File: config.mk
export PLATFORM = sky130hd
export DESIGN_NAME = calc_frame_seq_flat
export DESIGN_NICKNAME = d
export VERILOG_FILES = /design/src/rtl/calc_frame_seq_if.sv /design/src/rtl/calc_frame_seq.sv /design/src/flat_wrapper.sv
export SDC_FILE = /design/constraint.sdc
export NUM_CORES = 1
export LEC_CHECK = 0
export CORE_MARGIN = 2
export CORE_UTILIZATION = 52
export CTS_BUF_LIST = sky130_fd_sc_hd__clkbuf_8
export DETAILED_ROUTE_END_ITERATION = 8
export GPL_TIMING_DRIVEN = 0
export PLACE_DENSITY = 0.91
export REMOVE_ABC_BUFFERS = 1
export SYNTH_ARGS = -nofsm -noshare
export SYNTH_HDL_FRONTEND = slang
export SYNTH_SLANG_ARGS = --single-unit
File: constraint.sdc
create_clock -name clk -period 3.5 [get_ports clk]
set_input_delay 0.875 -clock clk [delete_from_list [all_inputs] [get_ports clk]]
set_output_delay 0.875 -clock clk [all_outputs]
set_load 0.01 [all_outputs]
File: src/rtl/calc_frame_seq_if.sv
// calc_frame_seq_if: byte stream in, calc operand/result link, and result stream out for the frame sequencer.
interface calc_frame_seq_if #(parameter int WIDTH = 8);
    logic [WIDTH-1:0] in_data;
    logic             in_valid;
    logic             in_ready;
    logic [WIDTH-1:0] calc_a;
    logic [WIDTH-1:0] calc_b;
    logic [WIDTH-1:0] calc_c;
    logic [1:0]       calc_op;
    logic [WIDTH-1:0] calc_r;
    logic             calc_cout;
    logic [WIDTH-1:0] out_data;
    logic             out_carry;
    logic             out_valid;
    logic             out_ready;
    logic             err;
    logic             busy;
    modport master (
        input  in_data, in_valid, calc_r, calc_cout, out_ready,
        output in_ready, calc_a, calc_b, calc_c, calc_op, out_data, out_carry, out_valid, err, busy
    );
    modport slave (
        output in_data, in_valid, calc_r, calc_cout, out_ready,
        input  in_ready, calc_a, calc_b, calc_c, calc_op, out_data, out_carry, out_valid, err, busy
    );
endinterface

File: src/rtl/calc_frame_seq.sv
// calc_frame_seq: collects CMD,A,B,C frames, drives the calc operands and offers the captured result downstream.
module calc_frame_seq #(
    parameter int       WIDTH   = 8,
    parameter int       TIMEOUT = 255,
    parameter logic [3:0] CMD_TAG = 4'hA
) (
    input logic clk,
    input logic rst_n,
    calc_frame_seq_if.master bus
);
    localparam int CW = $clog2(TIMEOUT + 1);
    typedef enum logic [2:0] {IDLE, GET_A, GET_B, GET_C, EXEC, HOLD} state_t;
    state_t        state, state_nx;
    logic [CW-1:0] cnt;
    logic          up, hs, tag_ok, collecting, expired, err_nx;
    // up keeps in_ready low until the first edge after reset release
    assign bus.in_ready = up && (state inside {IDLE, GET_A, GET_B, GET_C});
    assign bus.busy     = state != IDLE;
    assign hs           = bus.in_valid && bus.in_ready;
    assign tag_ok       = bus.in_data[7:4] == CMD_TAG;
    assign collecting   = state inside {GET_A, GET_B, GET_C};
    assign expired      = collecting && !hs && cnt == CW'(TIMEOUT);
    assign err_nx       = (state == IDLE && hs && !tag_ok) || expired;
    always_comb begin
        state_nx = state;
        case (state)
            IDLE:    state_nx = (hs && tag_ok) ? GET_A : IDLE;
            GET_A:   state_nx = hs ? GET_B : expired ? IDLE : GET_A;
            GET_B:   state_nx = hs ? GET_C : expired ? IDLE : GET_B;
            GET_C:   state_nx = hs ? EXEC : expired ? IDLE : GET_C;
            EXEC:    state_nx = HOLD;
            HOLD:    state_nx = bus.out_ready ? IDLE : HOLD;
            default: state_nx = IDLE;
        endcase
    end
    always_ff @(posedge clk or negedge rst_n) begin
        if (!rst_n) begin
            state         <= IDLE;
            cnt           <= '0;
            up            <= 1'b0;
            bus.err       <= 1'b0;
            bus.calc_op   <= '0;
            bus.calc_a    <= '0;
            bus.calc_b    <= '0;
            bus.calc_c    <= '0;
            bus.out_data  <= '0;
            bus.out_carry <= 1'b0;
            bus.out_valid <= 1'b0;
        end else begin
            state   <= state_nx;
            up      <= 1'b1;
            bus.err <= err_nx;
            // cleared on handshake, on every state change and outside collection
            cnt     <= (collecting && !hs && state_nx == state) ? cnt + CW'(1) : '0;
            if (state == IDLE && hs && tag_ok) bus.calc_op <= bus.in_data[1:0];
            if (state == GET_A && hs) bus.calc_a <= bus.in_data;
            if (state == GET_B && hs) bus.calc_b <= bus.in_data;
            if (state == GET_C && hs) bus.calc_c <= bus.in_data;
            if (state == EXEC) begin
                bus.out_data  <= bus.calc_r[WIDTH-1:0];
                bus.out_carry <= bus.calc_cout;
                bus.out_valid <= 1'b1;
            end else if (state == HOLD && bus.out_ready) begin
                bus.out_valid <= 1'b0;
            end
        end
    end
endmodule

File: src/flat_wrapper.sv
// flat-port wrapper written by rule: the top's interface ports become plain ports
module calc_frame_seq_flat 
#(
    parameter int       WIDTH   = 8,
    parameter int       TIMEOUT = 255,
    parameter logic [3:0] CMD_TAG = 4'hA
)
  (clk, rst_n, bus_in_data, bus_in_valid, bus_calc_r, bus_calc_cout, bus_out_ready, bus_in_ready, bus_calc_a, bus_calc_b, bus_calc_c, bus_calc_op, bus_out_data, bus_out_carry, bus_out_valid, bus_err, bus_busy);
  calc_frame_seq_if #(.WIDTH(WIDTH)) bus_i ();
  input logic clk;
  input logic rst_n;
  input wire logic [$bits(bus_i.in_data)-1:0] bus_in_data;
  input wire logic [$bits(bus_i.in_valid)-1:0] bus_in_valid;
  input wire logic [$bits(bus_i.calc_r)-1:0] bus_calc_r;
  input wire logic [$bits(bus_i.calc_cout)-1:0] bus_calc_cout;
  input wire logic [$bits(bus_i.out_ready)-1:0] bus_out_ready;
  output wire logic [$bits(bus_i.in_ready)-1:0] bus_in_ready;
  output wire logic [$bits(bus_i.calc_a)-1:0] bus_calc_a;
  output wire logic [$bits(bus_i.calc_b)-1:0] bus_calc_b;
  output wire logic [$bits(bus_i.calc_c)-1:0] bus_calc_c;
  output wire logic [$bits(bus_i.calc_op)-1:0] bus_calc_op;
  output wire logic [$bits(bus_i.out_data)-1:0] bus_out_data;
  output wire logic [$bits(bus_i.out_carry)-1:0] bus_out_carry;
  output wire logic [$bits(bus_i.out_valid)-1:0] bus_out_valid;
  output wire logic [$bits(bus_i.err)-1:0] bus_err;
  output wire logic [$bits(bus_i.busy)-1:0] bus_busy;
  assign bus_i.in_data = bus_in_data;
  assign bus_i.in_valid = bus_in_valid;
  assign bus_i.calc_r = bus_calc_r;
  assign bus_i.calc_cout = bus_calc_cout;
  assign bus_i.out_ready = bus_out_ready;
  assign bus_in_ready = bus_i.in_ready;
  assign bus_calc_a = bus_i.calc_a;
  assign bus_calc_b = bus_i.calc_b;
  assign bus_calc_c = bus_i.calc_c;
  assign bus_calc_op = bus_i.calc_op;
  assign bus_out_data = bus_i.out_data;
  assign bus_out_carry = bus_i.out_carry;
  assign bus_out_valid = bus_i.out_valid;
  assign bus_err = bus_i.err;
  assign bus_busy = bus_i.busy;
  calc_frame_seq #(.WIDTH(WIDTH), .TIMEOUT(TIMEOUT), .CMD_TAG(CMD_TAG)) u_core (.clk(clk), .rst_n(rst_n), .bus(bus_i));
endmodule
[After elaboration in Yosys (flattened, before gate mapping)]
Index checks and enable logic that the tools add are counted.
Storage, ports and cells
  bits in registers: 49
  input port bits: 21
  output and inout port bits: 39
  word-level logic and storage cells: 53
Cells by class
  add/sub/neg operators: 1
  eq/ne operators: 8
  multiplexer cells: 12
  reduce and logical (&&, ||, !) cells: 21
Operators with widths (number)
  one-hot mux 3 bit (6 select lines): 1
  logical AND 1 bit: 13
  2-to-1 mux 3 bit: 4
  adder 8 x 1 -> 8 bit (second input constant): 1
  equality test 8 bit (second input constant): 1
  2-to-1 mux 8 bit: 1
  equality test 3 x 2 -> 1 bit (second input constant): 2
  equality test 3 bit (second input constant): 2
  nonzero test 3 bit: 2
  equality test 4 bit (second input constant): 1
  2-to-1 mux 1 bit: 4
  2-to-1 mux 2 bit: 2
  nonzero test 4 bit: 1
  equality test 3 x 1 -> 1 bit (second input constant): 1
  equality test 3 bit: 1
  logical NOT 3 bit: 1
  logical NOT 1 bit: 2
  nonzero test 2 bit: 1
  logical OR 1 bit: 1

[Longest topological paths before layout]
  depth in word-level cells: 13
  depth in mapped cells: 5
  depth with buffers taken out: 4

[Least setup slack after synthesis]
Ideal clock, no wire load.
  path kind: input to register
  from: input bus_in_valid
  to: register u_core.bus.calc_c[0]
  library setup time: 0.125 ns
  arrival time: 1.710 ns
  data required time: 3.375 ns
  slack: 1.665 ns
  stages on the path: 4
  buffers on the path: 1
  path through: and3b_1 and3_1 buf_2 mux2_2
On the way
  longest elaborated chain between the ends: 2
RTL lines
  start: declaration: line flat_wrapper.sv:13  | input wire logic [$bits(bus_i.in_valid)-1:0] bus_in_valid;
  logical AND 1 bit: line calc_frame_seq.sv:19  | assign hs = bus.in_valid && bus.in_ready;
  logical AND 1 bit: line calc_frame_seq.sv:58  | if (state == GET_C && hs) bus.calc_c <= bus.in_data;
  end signal: assignment: line calc_frame_seq.sv:58
  end: declaration: line calc_frame_seq_if.sv:20  | output in_ready, calc_a, calc_b, calc_c, calc_op, out_data, out_carry, out_valid, err, busy
No other way between the ends.
A chain may end at the register's enable or synchronous reset.

[Final worst setup path]
  from: register u_core.state[1]
  to: output bus_busy
On the way
  longest elaborated chain between the ends: 1
RTL lines
  start: declaration: line calc_frame_seq.sv:13  | state_t state, state_nx;
  start signal: assignment: line calc_frame_seq.sv:50  | state <= state_nx;
  nonzero test 3 bit: line calc_frame_seq.sv:18  | assign bus.busy = state != IDLE;
  end: declaration: line flat_wrapper.sv:26  | output wire logic [$bits(bus_i.busy)-1:0] bus_busy;
No other way between the ends.

==> results.cfg <==
[floorplanning]
num_rows = 22
design.portCount = 60
chipWidth_um = 66.4
die_area_um2 = 4410
floorplan.core_area_um2 = 3720
initial_utilization_pct = 54.5
die_height_um = 66.4

[run_status]
outcome = complete, no violations

[sta]
hold-worst-slack_ns = 0.489
timing.max_slew.rel_slack_pct = 51.2
max_freq_mhz = 398
period_needed_ns = 2.51
fin_crit_sh_pct = 71.7
report.final.setup_viol = 0
rsz_0062_raised_after_global_routing = false
worst_pin_slew_ns = 0.726
hold_viol = 0
worst_clock_skew_ns = 0.00880
count_of_final_max_slew_check_failures = 0
fin_tns_setup_ns = 0

[clocking]
cts.sinks = 49
cts-hold-fix-buffers = 0
clock_tree.root_cell = clkbuf_8
clk_latency_ns = 0.31
postCtsSetupRepairBufs = 0
ctsResizeCount = 0
cts_tree = done
cts_buffers = 5
cts-root-to-sink-buffers = 2
clkTransAtPathRegs_ns = 0.09
h_tree_lvls = 2

[routing]
detail-route-antenna-nets = 0
drtPass1Iterations = 4
drc_violation_count_after_routing = 0
final_routed_wirelength_across_all_metal_layers_um = 4580
total_vias_in_the_final_route = 1416
post_drt_via_cell_ratio = 5.45
initialDrtViolationCount = 70
avgRoutedWirePerCell_um = 17.6

[yosys]
ys_ff_latch = 49
synth-seq-area-share_pct = 60.5
yosys.cell_types.count = 35
synth_area_um2 = 2030
synthesis.instances = 150
synth-warning-count = 0
syn_area_per_cell_um2 = 13.5

[placed_design]
gp_routability_congestion = 0.732
dp_cells = 252
port-buffer-count = 59
detailed_place.area_um2 = 2670
detailedPlacementHpwl_um = 3260

[flow_run]
max_cap_violations = 0

[setup_path]
crit_arrival_ns = 1.64
critical_path.startpoint_type = register
cp_max_fo = 8
worst-endpoint-required_ns = 2.62
endpoint_kind = output pin
worstSetupPathType = reg2out

[cells_and_area]
share_of_post_route_cells_with_drive_strength_above_1_pct = 21.7
most_frequent_cells_in_the_layout = 58 x clkdlybuf4s50_1, 49 x dfrtp_1, 35 x mux2_2
total_number_of_nets_in_the_final_design = 233
number_of_inserted_filler_cells_in_the_final_layout = 235
area.growth.synth_to_final_pct = 37.0
final-instance-count-excl-fill = 260
design_area_um2 = 2780
most_common_cell_after_layout_fill_and_taps_aside = clkdlybuf4s50_1
insertedDiodeCount = 0

[global_route]
grt.total_usage_pct = 24.1
grt_first_pass_wirelength_um = 7650
remaining_global_route_overflow = 0
antenna_violations_before_repair = 0
grt_start_max_net_pins = 31
first_global_vias = 1582

[pwr]
p_leak_nw = 1.18
vdd.ir_drop.worst_uv = 538
power_density_nw_per_um2 = 811
total_power_w = 0.00225

[worst_hold_path]
timing.hold.worst.class = reg2reg
## worst max-delay path, cell delays in order (launching register included)
cell,delay [ns]
dfrtp_1,0.48
or3_1,0.37
clkdlybuf4s50_1,0.48
## synth_stat cells
cell | instances | area (um2)
and3b_1 | 1 | 8.76
nor4_4 | 1 | 21.3
a211oi_1 | 1 | 7.51
o21bai_1 | 1 | 7.51
and4_1 | 1 | 8.76
a21oi_1 | 4 | 20.0
a31oi_1 | 1 | 6.26
a21boi_0 | 1 | 7.51
conb_1 | 1 | 3.75
xor2_1 | 2 | 17.5
nor3_1 | 4 | 20.0
o31ai_1 | 1 | 7.51
nand4_1 | 1 | 6.26
xnor2_1 | 1 | 8.76
ha_1 | 1 | 12.5
clkbuf_1 | 3 | 11.3
inv_2 | 1 | 3.75
dfrtp_1 | 49 | 1230
nor3b_1 | 1 | 7.51
nand3b_1 | 1 | 7.51
buf_2 | 3 | 15.0
mux2_2 | 35 | 394
or4_1 | 2 | 15.0
inv_1 | 1 | 3.75
nand2_1 | 5 | 18.8
or3_1 | 4 | 25.0
and3_1 | 1 | 6.26
nand3_1 | 7 | 35.0
nor2b_1 | 3 | 18.8
and2_1 | 2 | 12.5
nor4bb_1 | 1 | 10.0
nor2_1 | 3 | 11.3
o21ai_0 | 2 | 10.0
a21o_1 | 3 | 22.5
o221ai_1 | 1 | 8.76
## final cells by class
cell class | count | area (um2) | area share [%]
clock buffers | 5 | 68.8 | 2.48
clock inverters | 3 | 42.5 | 1.53
inverters | 2 | 7.51 | 0.270
multi-input cells | 93 | 767 | 27.6
flip-flops and latches | 49 | 1230 | 44.1
well taps | 48 | 60.1 | 2.16
repair buffers | 60 | 606 | 21.8
## layer usage
metal / GRT usage [%] / share of wire, %
met5: 0 / 0
met4: 9.44 / 1.4
met3: 7.16 / 4.3
met2: 42.5 / 56
met1: 27.3 / 39
## kinds of logic after synthesis
kind of cell / after synthesis / share of synthesized area, %
AO/OA/AOI/OAI: 15 / 4.82
XOR/XNOR: 3 / 1.30
adder cells (fa/ha/maj): 1 / 0.617
buffers and inverters: 8 / 1.67
flip-flops: 49 / 60.5
multiplexers: 35 / 19.4
other: 1 / 0.185
AND/OR/NAND/NOR: 38 / 11.5
## metrics by stage
step | util, % | setup slack, ns
after global placement | 71.3 | 0.343
final | 74.7 | 0.989
after CTS | 74.7 | 0.985
after global routing | 74.7 | 0.931
after detailed placement | 71.8 | 0.897
after floorplan | - | 1.63
## registers in the layout (all words and copies together), names as in the netlist
register and count:
u_core.bus.calc_a 8, u_core.bus.calc_b 8, u_core.bus.calc_c 8, u_core.bus.out_data 8
u_core.cnt 8, u_core.state 3, u_core.bus.calc_op 2, u_core.bus.err 1
u_core.bus.out_carry 1, u_core.bus.out_valid 1, u_core.up 1
## report_power, final
group	switching (W)	internal (W)
clock network	0.000184	0.000212
logic	0.000349	0.000572
registers	0.000146	0.000789
## path summary, 6_finish.rpt
check                                   endpoint                 start  depth (start not counted)  slack, ns
hold / removal              u_core.bus.out_valid  u_core.bus.out_valid                          1       0.49
setup / recovery                        bus_busy       u_core.state[1]                          2       0.99
setup reg to reg            u_core.bus.calc_c[3]       u_core.state[2]                          3       1.65
max in group asynchronous          u_core.cnt[2]                 rst_n                          2       2.48
hold reg to reg             u_core.bus.out_valid  u_core.bus.out_valid                          1       0.49
min in group asynchronous  u_core.bus.calc_op[1]                 rst_n                          1       0.51
Power figures use the tool's default switching activity.
